File: src/rtl/ult_sort_sequencer_if.sv
// Handshake bundle for ult_sort_sequencer: producer side (IN_*, I), consumer side (OUT_*, O) and BUSY.
interface ult_sort_sequencer_if #(
    parameter int WIDTH = 4,
    parameter int N     = 4
);
    logic                 IN_VALID;
    logic                 IN_READY;
    logic [N*WIDTH-1:0]   I;
    logic                 OUT_VALID;
    logic                 OUT_READY;
    logic [N*WIDTH-1:0]   O;
    logic                 BUSY;

    modport master (
        output IN_VALID, I, OUT_READY,
        input  IN_READY, OUT_VALID, O, BUSY
    );

    modport slave (
        input  IN_VALID, I, OUT_READY,
        output IN_READY, OUT_VALID, O, BUSY
    );
endinterface

File: src/rtl/ult_sort_sequencer.sv
// In-place bubble sorter driving one shared unsigned less-than comparator, one compare-and-swap per cycle.
// Optional macro SORT_EARLY_EXIT_EN: finish as soon as a full pass makes no swap.
module ult_sort_sequencer #(
    parameter int WIDTH = 4,
    parameter int N     = 4
) (
    input  logic CLK,
    input  logic RESET,
    ult_sort_sequencer_if.slave bus
);
    localparam int CW = $clog2(N);

    typedef enum logic [1:0] {IDLE, SORT, DONE} state_t;

    state_t              state;
    logic [WIDTH-1:0]    e    [N];
    logic [WIDTH-1:0]    e_nx [N];
    logic [CW-1:0]       p;
    logic [CW-1:0]       j;
    logic [CW-1:0]       jn;
    logic [N*WIDTH-1:0]  o_nx;
    logic                c;
    logic                pass_end;
    logic                finish;
`ifdef SORT_EARLY_EXIT_EN
    logic                swapped;
`endif

    // Borrow out of a - b is set exactly when a < b (unsigned).
    function automatic logic ult(input logic [WIDTH-1:0] a, input logic [WIDTH-1:0] b);
        logic [WIDTH:0] d;
        d = {1'b0, a} - {1'b0, b};
        return d[WIDTH];
    endfunction

    assign jn       = j + CW'(1);
    assign pass_end = (j == CW'(N - 2) - p);
`ifdef SORT_EARLY_EXIT_EN
    assign finish   = pass_end && ((p == CW'(N - 2)) || !(swapped || c));
`else
    assign finish   = pass_end && (p == CW'(N - 2));
`endif

    always_comb begin
        for (int unsigned k = 0; k < N; k++) e_nx[k] = e[k];
        c = ult(e[jn], e[j]);
        if (state == SORT && c) begin
            e_nx[j]  = e[jn];
            e_nx[jn] = e[j];
        end
        o_nx = '0;
        for (int unsigned k = 0; k < N; k++) o_nx[k*WIDTH +: WIDTH] = e_nx[k];
    end

    always_ff @(posedge CLK or posedge RESET) begin
        if (RESET) begin
            state         <= IDLE;
            for (int unsigned k = 0; k < N; k++) e[k] <= '0;
            p             <= '0;
            j             <= '0;
            bus.O         <= '0;
            bus.OUT_VALID <= 1'b0;
            bus.BUSY      <= 1'b0;
            bus.IN_READY  <= 1'b1;
`ifdef SORT_EARLY_EXIT_EN
            swapped       <= 1'b0;
`endif
        end else begin
            case (state)
                IDLE: begin
                    if (bus.IN_VALID && bus.IN_READY) begin
                        for (int unsigned k = 0; k < N; k++) e[k] <= bus.I[k*WIDTH +: WIDTH];
                        p            <= '0;
                        j            <= '0;
                        bus.IN_READY <= 1'b0;
                        bus.BUSY     <= 1'b1;
                        state        <= SORT;
`ifdef SORT_EARLY_EXIT_EN
                        swapped      <= 1'b0;
`endif
                    end
                end
                SORT: begin
                    for (int unsigned k = 0; k < N; k++) e[k] <= e_nx[k];
                    if (finish) begin
                        bus.O         <= o_nx;
                        bus.OUT_VALID <= 1'b1;
                        bus.BUSY      <= 1'b0;
                        state         <= DONE;
                    end else if (pass_end) begin
                        p <= p + CW'(1);
                        j <= '0;
`ifdef SORT_EARLY_EXIT_EN
                        swapped <= 1'b0;
`endif
                    end else begin
                        j <= jn;
`ifdef SORT_EARLY_EXIT_EN
                        swapped <= swapped | c;
`endif
                    end
                end
                DONE: begin
                    if (bus.OUT_READY) begin
                        bus.OUT_VALID <= 1'b0;
                        bus.IN_READY  <= 1'b1;
                        state         <= IDLE;
                    end
                end
                default: state <= IDLE;
            endcase
        end
    end
endmodule

File: src/flat_wrapper.sv
// flat-port wrapper written by rule: the top's interface ports become plain ports
module ult_sort_sequencer_flat 
#(
    parameter int WIDTH = 4,
    parameter int N     = 4
)
  (CLK, RESET, bus_IN_VALID, bus_I, bus_OUT_READY, bus_IN_READY, bus_OUT_VALID, bus_O, bus_BUSY);
  ult_sort_sequencer_if #(.WIDTH(WIDTH), .N(N)) bus_i ();
  input  logic CLK;
  input  logic RESET;
  input wire logic [$bits(bus_i.IN_VALID)-1:0] bus_IN_VALID;
  input wire logic [$bits(bus_i.I)-1:0] bus_I;
  input wire logic [$bits(bus_i.OUT_READY)-1:0] bus_OUT_READY;
  output wire logic [$bits(bus_i.IN_READY)-1:0] bus_IN_READY;
  output wire logic [$bits(bus_i.OUT_VALID)-1:0] bus_OUT_VALID;
  output wire logic [$bits(bus_i.O)-1:0] bus_O;
  output wire logic [$bits(bus_i.BUSY)-1:0] bus_BUSY;
  assign bus_i.IN_VALID = bus_IN_VALID;
  assign bus_i.I = bus_I;
  assign bus_i.OUT_READY = bus_OUT_READY;
  assign bus_IN_READY = bus_i.IN_READY;
  assign bus_OUT_VALID = bus_i.OUT_VALID;
  assign bus_O = bus_i.O;
  assign bus_BUSY = bus_i.BUSY;
  ult_sort_sequencer #(.WIDTH(WIDTH), .N(N)) u_core (.CLK(CLK), .RESET(RESET), .bus(bus_i));
endmodule
File: config.mk
export PLATFORM = sky130hd
export DESIGN_NAME = ult_sort_sequencer_flat
export DESIGN_NICKNAME = d
export VERILOG_FILES = /design/src/rtl/ult_sort_sequencer_if.sv /design/src/rtl/ult_sort_sequencer.sv /design/src/flat_wrapper.sv
export SDC_FILE = /design/constraint.sdc
export NUM_CORES = 1
export LEC_CHECK = 0
export ABC_AREA = 0
export CAP_MARGIN = 20
export CORE_MARGIN = 3
export CORE_UTILIZATION = 45
export CTS_CLUSTER_SIZE = 40
export DETAILED_ROUTE_END_ITERATION = 10
export PLACE_DENSITY = 0.67
export SYNTH_ARGS = -nofsm -noshare
export SYNTH_HDL_FRONTEND = slang
export SYNTH_SLANG_ARGS = --single-unit
File: constraint.sdc
create_clock -name CLK -period 7.2 [get_ports CLK]
set_input_delay 0.72 -clock CLK [delete_from_list [all_inputs] [get_ports CLK]]
set_output_delay 0.72 -clock CLK [all_outputs]
set_load 0.05 [all_outputs]
# --- Word-level counts from Yosys, hierarchy flattened ---
# Index checks and enable logic that the tools add are counted.
classes:
  eq_ne: 9
  n_addsub: 4
  n_reduce_logical: 17
  n_shift: 0
  magnitude_cmp: 4
  div: 0
  n_bitwise: 2
  multipliers: 0
  mux: 35
op_table:
  columns: ["cell", "count"]
  rows:
  - ["16-bit bitwise mux", 2]
  - ["16-bit 2-to-1 mux", 2]
  - ["16-bit case mux with 2 select lines", 1]
  - ["4-bit 2-to-1 mux", 6]
  - ["4-bit binary-select mux with 2-bit select", 2]
  - ["4-bit demux with 2-bit select", 2]
  - ["2-bit 2-to-1 mux", 8]
  - ["3-bit AND reduction", 5]
  - ["2-bit case mux with 2 select lines", 2]
  - ["3-bit greater-or-equal comparator, second input constant", 2]
  - ["3-bit by 1-bit less-than comparator with 1-bit output, second input constant", 2]
  - ["1-bit 2-to-1 mux", 6]
  - ["2-bit by 1-bit != test with 1-bit output, second input constant", 3]
  - ["2-bit inverter with 3-bit output", 2]
  - ["1-bit case mux with 2 select lines", 3]
  - ["2-bit case mux with 3 select lines", 1]
  - ["2-bit nonzero test", 3]
  - ["1-bit logical AND", 5]
  - ["4-bit by 4-bit subtractor with 5-bit output", 1]
  - ["2-bit by 1-bit adder with 2-bit output, second input constant", 2]
  - ["2-bit == test, second input constant", 2]
  - ["2-bit != test, second input constant", 2]
  - ["2-bit AND reduction", 2]
  - ["4-bit AND reduction", 1]
  - ["other kinds (4)", 4]
word_totals:
  n_memories: 0
  latchBits: 0
  ram_bits: 0
  register_bits: 41
  mem_bits_ro: 0

# --- Longest topological paths before layout ---
# Gate-level depths: netlist of run 1.
depth:
  word_depth: 9
  depth_mapped: 15

# --- Worst setup path after synthesis of run 1 ---
# OpenSTA, ideal clock, no wires.
synth_path:
  path_type: "reg2reg"
  start: "register u_core.j[0]"
  end: "register u_core.e[8] (netlist name)"
  arrival_ps: 3393
  period_less_slack_ps: 3479
  required_ps: 7113
  slack_ps: 3721
  setup_ps: 87
  path_stages_with_launch: 16
  cell_sequence: "dfrtp_1 > buf_2 > buf_2 > inv_1 > ha_1 > buf_2 > mux2_2 > nor2_1 > a21oi_1 > ha_1 > nand3_1 > a41oi_1 > a311oi_4 > buf_6 > nor2_1 > a211oi_2"
synth_between:
  elab_chain_cells: 9
synth_lines:
  columns: ["element", "line", "rtl"]
  rows:
  - ["start, declared", "ult_sort_sequencer.sv:19", "logic [CW-1:0] j;"]
  - ["start signal, assigned", "ult_sort_sequencer.sv:97", "j <= jn;"]
  - ["2-bit by 1-bit adder with 2-bit output or 2-bit inverter with 3-bit output (tied branches)", null, null]
  - ["2-bit inverter with 3-bit output (not written as such), or another cell as far along", "ult_sort_sequencer.sv:46, ult_sort_sequencer.sv:48, ult_sort_sequencer.sv:49", null]
  - ["4-bit binary-select mux with 2-bit select, or another cell as far along", "ult_sort_sequencer.sv:46, ult_sort_sequencer.sv:48", null]
  - ["4-bit 2-to-1 mux (not written as such), or another cell as far along (2 in a row)", "ult_sort_sequencer.sv:46, ult_sort_sequencer.sv:48", null]
  - ["4-bit by 4-bit subtractor with 5-bit output, or another cell as far along", "ult_sort_sequencer.sv:32", "d = {1'b0, a} - {1'b0, b};"]
  - ["1-bit logical AND or 16-bit bitwise mux (tied branches)", "ult_sort_sequencer.sv:47, ult_sort_sequencer.sv:49", null]
  - ["16-bit 2-to-1 mux (*)", "ult_sort_sequencer.sv:47", "if (state == SORT && c) begin"]
  - ["16-bit case mux with 2 select lines (*)", "ult_sort_sequencer.sv:69", "case (state)"]
  - ["end, declared", "ult_sort_sequencer.sv:16", "logic [WIDTH-1:0] e [N];"]
# Every way passes the cells marked *; elsewhere a longest branch is shown, timed or not. The select of a mux whose other input is x is not followed.
# A chain may end at the register's enable or synchronous reset.

# --- Worst setup path in the final report of run 1 ---
layout_path:
  start: "register u_core.j[0]"
  end: "register u_core.bus.O[3]"
layout_between:
  elab_chain_cells: 8
layout_lines:
  columns: ["element", "line", "rtl"]
  rows:
  - ["2-bit by 1-bit adder with 2-bit output or 2-bit inverter with 3-bit output (tied branches)", null, null]
  - ["2-bit inverter with 3-bit output (not written as such), or another cell as far along", "ult_sort_sequencer.sv:46, ult_sort_sequencer.sv:48, ult_sort_sequencer.sv:49", null]
  - ["4-bit binary-select mux with 2-bit select, or another cell as far along", "ult_sort_sequencer.sv:46, ult_sort_sequencer.sv:48", null]
  - ["4-bit 2-to-1 mux (not written as such), or another cell as far along (2 in a row)", "ult_sort_sequencer.sv:46, ult_sort_sequencer.sv:48", null]
  - ["4-bit by 4-bit subtractor with 5-bit output, or another cell as far along", "ult_sort_sequencer.sv:32", null]
  - ["1-bit logical AND or 16-bit bitwise mux (tied branches)", "ult_sort_sequencer.sv:47, ult_sort_sequencer.sv:49", null]
  - ["16-bit 2-to-1 mux", "ult_sort_sequencer.sv:47", null]
  - ["end signal, assigned", "ult_sort_sequencer.sv:86", "bus.O <= o_nx;"]
  - ["end, declared", "ult_sort_sequencer_if.sv:21", "output IN_READY, OUT_VALID, O, BUSY"]
# Several ways; a longest one is shown, not always the timed one. The select of a mux whose other input is x is not followed.

==> impl_metrics.toml, run 1 <==
[placed_design]
pre_cts_ws_ns = 2.688
place_inst = 430
port_buffers = 38
dp_hpwl_microns = 5421
gp_congestion = 0.8522

[timing]
postLayoutSetupSlackWorst_ns = 2.655
maxSlewViolCount = 0
worst_pin_slew_ns = 1.037
setup_tns_ns = 0
hold_viol = 0
fin_crit_sh_pct = 63.12
setup_viol_count_final = 0
fmaxAchievable_mhz = 220.0
relSlewSlack_pct = 30.73
fin_crit_ns = 4.545
rsz0062_at_grt = "no"
fin_skew_ns = 0.006947

[layout]
finalNetCount = 392
finalNonFillerCells = 438
antennaDiodeCount = 0
final_cell_mix = "dfrtp_1 (40), clkdlybuf4s50_1 (38), nand2_1 (30)"
seqCellArea_sq_um = 1027
multiInputGateArea_sq_um = 1789
drive_gt1_share_pct = 10.80
syn_to_final_growth_pct = 16.83
final_common_cell = "dfrtp_1"
num-fill-cells = 601

[power_and_ir_drop]
leakagePower_uw = 0.001484
power_density_nw_per_um2 = 523.3
power_frac_comb_pct = 68.2
irDropWorstVdd_mv = 0.2055
p_sw_share_pct = 49.79
clockPowerShare_pct = 9.3
p_int_uw = 926.5
seqPwrFrac_pct = 22.6
power.switching_uw = 918.7

[yosys]
yosysTopAreaCell = "dfrtp_1"
synth_area_sq_um = 3018
ys.flop_type = "dfrtp_1"
synth_top_family_by_area = "compound AO/OA/AOI/OAI gates"
muxShareOfSynthArea_pct = 13.02
synthCells = 332
yosysSeqAreaShare_pct = 34.04
synth_compound_area_share_pct = 25.46
synth_edf_count = 0
yosys.area_share.simple_pct = 15.01
syn_area_per_cell_sq_um = 9.090
ys_top_cells_by_area = "dfrtp_1 (33%), mux2i_1 (6.3%), ha_1 (5.0%), o21ai_0 (4.3%), mux4_2 (3.7%)"
yosys_warnings = 0
synth_xor_area_share_pct = 0.5804
synth_adder_area_share_pct = 4.975
ys_types = 48
syn_nets = 364
synth_top_area_share_pct = 33.17
ys_ff_latch = 41
synth_async_sr_flop_share_pct = 100.0

[routing]
drt-initial-drc-count = 187
drtAntennaViolNets = 0
avgRoutedWirePerCell_microns = 17.39
drcViolationCount = 0
routed_via_density = 5.884
firstDrtPassIters = 4
via_count = 2577
wirelength_microns = 7616

[cts]
clk_latency_ns = 0.30
cts_root_buf = "clkbuf_8"
cts.path.max_buffers = 2
cts_buffers = 5
clock_sinks = 41
ctsHtreeMaxLevel = 2
clk_pin_slew_ns = 0.08
cts_tree = "built"
post_cts_buffers = 0
ctsResizeCount = 0
postCtsHoldBufs = 0

[critical_path]
crit_path_max_incr_delay_ns = 0.85
crit_arrival_ns = 4.77
crit_end = "u_core.bus.O[3]"
crit_type = "reg2reg"
r2r_start = "u_core.j[0]"
rrSetupSlack_ns = 2.66
crit_family = "compound AO/OA/AOI/OAI gates"
rr_worst_depth = 13
worst_setup_path_start_kind = "flop"
cp.required_ns = 7.42
path_max_fanout = 35
rr_endpoint = "u_core.bus.O[3]"
cp-startpoint = "u_core.j[0]"
slowest_stage = "a21oi_4"
path_buf_inv = 3
cp.depth = 13
crit_chain = "buf_4 -> inv_1 -> ha_1 -> buf_4 -> mux2_2 -> nor2_1 -> a21oi_1 -> ha_1 -> nand3_1 -> nand4_1 -> a21oi_4 -> mux2_2 -> o21ai_0"
crit_path_end_kind = "flop"

[global_route]
grt.overflow.total = 0
grt_pass1_vias = 2368
grt_max_degree = 42
grt_usage_pct = 20.31
antenna_found_initial = 0
grt_pass1_wl_microns = 12280

[hold_path]
min_path_type = "reg2reg"
min-delay-start = "u_core.bus.O[8]"

[die]
num_rows = 29
die_x_microns = 87.89
die_area_sq_um = 7725
die_y_microns = 87.89
start_util_pct = 46.99
ios = 39
core_sq_um = 6422

[status]
status = "complete, no violations"

[flow_run]
maxCapViolCount = 0
[synthesized netlist by cell type, types with 6 or more instances]
cell	number
a221oi_1	6
buf_2	8
nor2b_1	11
mux2_2	8
nor2_1	19
nand2b_1	10
nand2_1	30
mux2i_1	19
clkbuf_1	9
o22ai_1	10
nand3_1	6
dfrtp_1	40
o221a_2	6
inv_1	27
o21ai_0	26
ha_1	12
a21oi_1	17
[final cells by class]
| cell class | instances | share of cell area (%) |
|---|---|---|
| clock buffer | 7 | 2.732 |
| clock inverter | 1 | 0.1419 |
| inverter | 27 | 2.874 |
| multi-input combinational | 243 | 50.75 |
| sequential | 41 | 29.13 |
| tap | 77 | 2.732 |
| timing repair buffer | 42 | 11.64 |
[registers in the layout, summed over array words and instances (netlist names)]
register and count:
u_core.bus.O 16, u_core.e 16, u_core.j 2, u_core.p 2
u_core.state 2, u_core.bus.BUSY 1, u_core.bus.IN_READY 1, u_core.bus.OUT_VALID 1
[how the worst min path moves through the flow]
| stage | slack (ns) | cells after the start | end |
|---|---|---|---|
| after floorplan | 0.49 | 1 | u_core.p[1] |
| after global placement | 0.46 | 2 | u_core.bus.O[11] |
| after detailed placement | 0.47 | 2 | u_core.bus.O[7] |
| after CTS | 0.49 | 2 | u_core.bus.O[7] |
| after global routing | 0.51 | 2 | u_core.bus.O[15] |
| final | 0.48 | 2 | u_core.bus.O[8] |
[power by group through the flow]
stage | Combinational [uW] | Clock, uW | Sequential (uW)
6_report | 1260 | 171 | 416
5_1_grt | 1380 | 183 | 431
4_1_cts | 1260 | 176 | 416
3_5_place_dp | 1260 | 0 | 421
3_3_place_gp | 1240 | 0 | 419
2_1_floorplan | 865 | 0 | 525
[worst register-to-register path, delay by kind of cell (launching register included)]
| family | cells | cell delay (ns) |
|---|---|---|
| AOI/OAI and AO/OA | 3 | 1.03 |
| and+or+nand+nor | 3 | 0.43 |
| DFF | 1 | 0.33 |
| adders and majority gates | 2 | 0.94 |
| buffers and inverters | 3 | 0.92 |
| muxes | 2 | 0.82 |
[routing by layer]
layer	global-route usage [%]	part of all wire (%)	up-vias
met4	5.718	1.2	0
met3	3.293	3.5	8
li1	-	-	1270
met5	0	0	-
met1	28.87	48	1245
met2	31.92	47	54
[cells by family after synthesis]
group,Yosys count
AOI/OAI and AO/OA,107
and+or+nand+nor,90
buffers and inverters,48
DFF,41
muxes,32
adders and majority gates,12
xor gates and xnor gates,2
[stage by stage]
stage | cell area [sq um] | total power [uW] | util [%] | hold WS [ns]
after floorplan | 3018 | 1390 | - | 0.4933
after global placement | 3425 | 1654 | 53.32 | 0.4624
after detailed placement | 3425 | 1676 | 53.32 | 0.4691
after CTS | 3526 | 1851 | 54.90 | 0.4883
after global routing | 3526 | 1993 | 54.90 | 0.5121
final | 3526 | 1845 | 54.90 | 0.4812
Note: power is estimated with default switching activity, not from simulation.
==> inputs of run 2 (changes only) <==
clock period = 4.55 ns   (was 7.2 ns; I/O delays follow)
==> run 2 against run 1 <==
  * Global-route usage is 0.074 points higher
  * First-iteration DRC count is 14% lower
  * Fmax is 23% higher
  * Sequential share of layout area is 0.12 points lower
  * Critical path type unchanged
  * Largest cell class unchanged
  * Highest routed layer unchanged
==> impl_metrics.toml, run 2 (synthesis results as in run 1) <==
[layout]
drive_gt1_share_pct = 10.99
multiInputGateArea_sq_um = 1789
antennaDiodeCount = 0
syn_to_final_growth_pct = 17.33
num-fill-cells = 590
seqCellArea_sq_um = 1027
finalNonFillerCells = 441
final_cell_mix = "dfrtp_1 (40), clkdlybuf4s50_1 (38), nand2_1 (30)"
final_common_cell = "dfrtp_1"
reg_top3 = "u_core.bus.O: 16 flops, u_core.e: 16 flops"
finalNetCount = 395

[cts]
clk_latency_ns = 0.29
cts_root_buf = "clkbuf_8"
cts.path.max_buffers = 2
postCtsHoldBufs = 0
clock_sinks = 41
cts_buffers = 5
ctsHtreeMaxLevel = 2
clk_pin_slew_ns = 0.08
post_cts_buffers = 0
cts_tree = "built"
ctsResizeCount = 0

[timing]
fin_skew_ns = 0.005694
hold-worst-slack_ns = 0.4808
setup_tns_ns = 0
maxSlewViolCount = 0
fmaxAchievable_mhz = 269.9
fin_crit_ns = 3.705
hold_viol = 0
setup_viol_count_final = 0
rsz0062_at_grt = "no"
relSlewSlack_pct = 56.11
fin_crit_sh_pct = 81.42
worst_pin_slew_ns = 0.6567
postLayoutSetupSlackWorst_ns = 0.8454

[placed_design]
gp_congestion = 0.8660
dp_hpwl_microns = 5442
pre_cts_ws_ns = 0.8966
place_inst = 433
port_buffers = 38

[critical_path]
cp-startpoint = "u_core.j[0]"
crit_path_end_kind = "flop"
crit_arrival_ns = 3.93
rrSetupSlack_ns = 0.85
slowest_stage = "ha_1"
crit_path_max_incr_delay_ns = 0.73
path_max_fanout = 19
r2r_start = "u_core.j[0]"
cp.required_ns = 4.77
crit_type = "reg2reg"
worst_setup_path_start_kind = "flop"
crit_chain = "inv_1 -> ha_1 -> mux2_2 -> nor2_1 -> a21oi_1 -> ha_1 -> nand3_1 -> nand4_1 -> a21oi_4 -> buf_12 -> mux2_2 -> o21ai_1"

[power_and_ir_drop]
leakagePower_uw = 0.001491
irDropWorstVdd_mv = 0.3375
power_density_nw_per_um2 = 824.8

[global_route]
grt_usage_pct = 20.38
antenna_found_initial = 0
grt.overflow.total = 0
grt_pass1_vias = 2496
grt_util_met3_pct = 3.763
grt_pass1_wl_microns = 12440
grt_use_met1_pct = 29.20
grt_busiest_layer = "met2"
grtUsageMet2_pct = 31.64
grt_max_degree = 42

[die]
start_util_pct = 46.99
ios = 39
die_y_microns = 87.89
core_sq_um = 6422
num_rows = 29
die_x_microns = 87.89
die_area_sq_um = 7725

[routing]
drcViolationCount = 0
drtAntennaViolNets = 0
drt-initial-drc-count = 161
routed_via_density = 5.902
via_count = 2603
wirelength_microns = 7482
firstDrtPassIters = 4
avgRoutedWirePerCell_microns = 16.97

[hold_path]
min-delay-start = "u_core.bus.O[9]"
min_path_type = "reg2reg"

[status]
status = "complete, no violations"

[flow_run]
maxCapViolCount = 0
==> run 2: worst paths after layout <==
path	end	cells after the start
setup / recovery	u_core.bus.O[5]	12
hold / removal	u_core.bus.O[9]	2
setup reg to reg	u_core.bus.O[5]	12
hold reg to reg	u_core.bus.O[9]	2
max in group asynchronous	u_core.bus.IN_READY	3
min in group asynchronous	u_core.bus.O[15]	3
==> run 2: critical path, delay by kind of cell, from the launching register on <==
kind                       cells  cell delay (ns)
adders and majority gates      2             1.08
muxes                          2             0.76
AOI/OAI and AO/OA              3             0.63
and+or+nand+nor                3             0.44
buffers and inverters          2             0.38
DFF                            1             0.35
==> run 2: power breakdown <==
part / leakage (uW) / internal [uW] / switching (uW)
combinational: 0.000972 / 859 / 1180
sequential: 0.000477 / 497 / 148
clock: 0.0000422 / 108 / 127
==> run 2: metrics by stage <==
stage          total power (uW)  area [sq um]  utilization [%]
4_1_cts                    2926          3541            55.13
2_1_floorplan              2199          3018                -
5_1_grt                    3153          3541            55.13
3_3_place_gp               2646          3460            53.87
3_5_place_dp               2685          3460            53.87
6_report                   2920          3541            55.13
==> run 2: cell type report <==
type,instances,area share [%]
repair buffers,45,12.58
multi-input cells,243,50.53
clock inverters,1,0.1413
well taps,77,2.721
inverters,27,2.862
clock buffers,7,2.155
flip-flops and latches,41,29.01
==> run 2: layer usage <==
layer  vias up  wire length [microns]
met3        10                    380
met1      1252                   3529
met4         0                     79
met5         -                      0
met2        67                   3492
li1       1274                      -
==> inputs of run 3 (changes only) <==
clock period = 3.75 ns   (was 4.55 ns; I/O delays follow)
==> run 3 against run 2 <==
  * Count of clock-buffer cells in the layout unchanged
  * Fmax increased by 11%
  * Largest cell class unchanged
  * Design area increased by 0.85%
  * Register-to-register slack got worse by 0.44 ns
  * Largest power group unchanged
==> impl_metrics.toml, run 3 (synthesis results as in run 1) <==
[critical_path]
crit_path_max_incr_delay_ns = 0.50
crit_chain = "inv_1 -> ha_1 -> buf_4 -> mux2i_1 -> a21oi_1 -> ha_1 -> nand3_1 -> nand4_1 -> a21oi_4 -> buf_4 -> buf_4 -> mux2i_1 -> o21ai_0"
cp.required_ns = 3.92
rr_worst_depth = 13
crit_path_end_kind = "flop"
crit_type = "reg2reg"
crit_top_cell = "buf_4"
worst_setup_path_start_kind = "flop"
slowest_stage = "ha_1"
rr_endpoint = "u_core.bus.O[2]"
rrSetupSlack_ns = 0.40
crit_arrival_ns = 3.52
crit_family = "buffers and inverters"
r2r_start = "u_core.j[1]"
path_max_fanout = 20
path_buf_inv = 4

[cts]
post_cts_buffers = 0
clock_sinks = 41
postCtsHoldBufs = 0
cts.path.max_buffers = 2
cts_root_buf = "clkbuf_8"
clk_pin_slew_ns = 0.08
cts_buffers = 5
ctsHtreeMaxLevel = 2
cts_tree = "built"
ctsResizeCount = 0
clk_latency_ns = 0.30

[timing]
fin_crit_sh_pct = 89.27
fin_skew_ns = 0.005251
maxSlewViolCount = 0
fin_crit_ns = 3.347
relSlewSlack_pct = 49.48
worst_pin_slew_ns = 0.7569
setup_viol_count_final = 0
setup_tns_ns = 0
fmaxAchievable_mhz = 298.7
rsz0062_at_grt = "no"
hold_viol = 0

[die]
start_util_pct = 46.99
die_y_microns = 87.89
ios = 39
core_sq_um = 6422
num_rows = 29
die_area_sq_um = 7725
die_x_microns = 87.89

[global_route]
grt_usage_pct = 20.76
grt.overflow.total = 0
grt_pass1_vias = 2485
antenna_found_initial = 0
grt_max_degree = 35
grt_pass1_wl_microns = 12540

[hold_path]
min-delay-start = "u_core.bus.O[7]"
holdPathEnd = "u_core.bus.O[7]"
hold_depth = 2
min_path_type = "reg2reg"

[layout]
final_common_cell = "dfrtp_1"
antennaDiodeCount = 0
num-fill-cells = 573
postLayoutCellArea_sq_um = 3571
finalNetCount = 398
reg_top3 = "u_core.bus.O: 16 flops, u_core.e: 16 flops"
syn_to_final_growth_pct = 18.32
final_cell_mix = "dfrtp_1 (40), clkdlybuf4s50_1 (38), nand2_1 (30)"
drive_gt1_share_pct = 12.26

[placed_design]
gp_congestion = 0.9003
dpl_cell_area_sq_um = 3470
dp_hpwl_microns = 5478
port_buffers = 38

[routing]
via_count = 2591
firstDrtPassIters = 5
drcViolationCount = 0
wirelength_microns = 7581
routed_via_density = 5.836
drt-initial-drc-count = 220
avgRoutedWirePerCell_microns = 17.07
drtAntennaViolNets = 0

[power_and_ir_drop]
irDropWorstVdd_mv = 0.3670
leakagePower_uw = 0.001515
power_density_nw_per_um2 = 1007

[flow_run]
maxCapViolCount = 0

[status]
status = "complete, no violations"
[run 3: changes by cell type in the layout (fill, tap and decap cells not counted)]
| cell | before | now |
|---|---|---|
| clkbuf_8 | 5 | 7 |
| buf_12 | 1 | 0 |
| clkbuf_1 | 2 | 0 |
| buf_4 | 6 | 10 |
[run 3: per-stage QoR]
step	power (uW)	cells	hold WS, ns	utilization, %	setup slack (ns)
floorplan	2668	332	0.4613	-	0.2705
global placement	3224	436	0.4618	54.02	0.5407
detailed placement	3256	436	0.4691	54.02	0.4541
CTS	3596	444	0.4872	55.60	0.4277
global route	3894	444	0.5152	55.60	0.07183
finish	3596	444	0.4821	55.60	0.4025
[run 3: worst min-delay path: stages (launching register included)]
cell and delay [ns]:
dfrtp_1 0.35, nand2_1 0.04, o21ai_0 0.06
[run 3: layout make-up]
class	count	area, sq um	area share, %
tap	77	96.34	2.698
multi-input combinational	243	1789	50.11
sequential	41	1027	28.77
clock inverter	1	5.005	0.1402
timing repair buffer	48	455.4	12.75
inverter	27	101.3	2.838
clock buffer	7	96.34	2.698
[run 3: metal layers]
| layer | routed length (microns) | global-route usage [%] | share of wire (%) | up-vias |
|---|---|---|---|---|
| li1 | - | - | - | 1280 |
| met1 | 3555 | 28.99 | 47 | 1239 |
| met2 | 3646 | 32.88 | 48 | 70 |
| met3 | 350 | 2.916 | 4.6 | 2 |
| met4 | 29 | 7.252 | 0.38 | 0 |
| met5 | 0 | 0 | 0 | - |
[run 3: where the power goes]
part,internal [uW],total (uW),switching [uW]
registers,603,787,184
clock network,167,328,161
logic,1050,2480,1430
[run 3: how the worst max path moves through the flow]
stage / from / end / slack [ns] / cells past startpoint
2_1_floorplan: u_core.j[0] / u_core.e[8] / 0.27 / 15
3_3_place_gp: u_core.j[1] / u_core.bus.O[11] / 0.54 / 13
3_5_place_dp: u_core.j[1] / u_core.bus.O[2] / 0.45 / 13
4_1_cts: u_core.j[1] / u_core.bus.O[0] / 0.43 / 13
5_1_grt: u_core.j[1] / u_core.bus.O[2] / 0.07 / 13
6_report: u_core.j[1] / u_core.bus.O[2] / 0.40 / 13
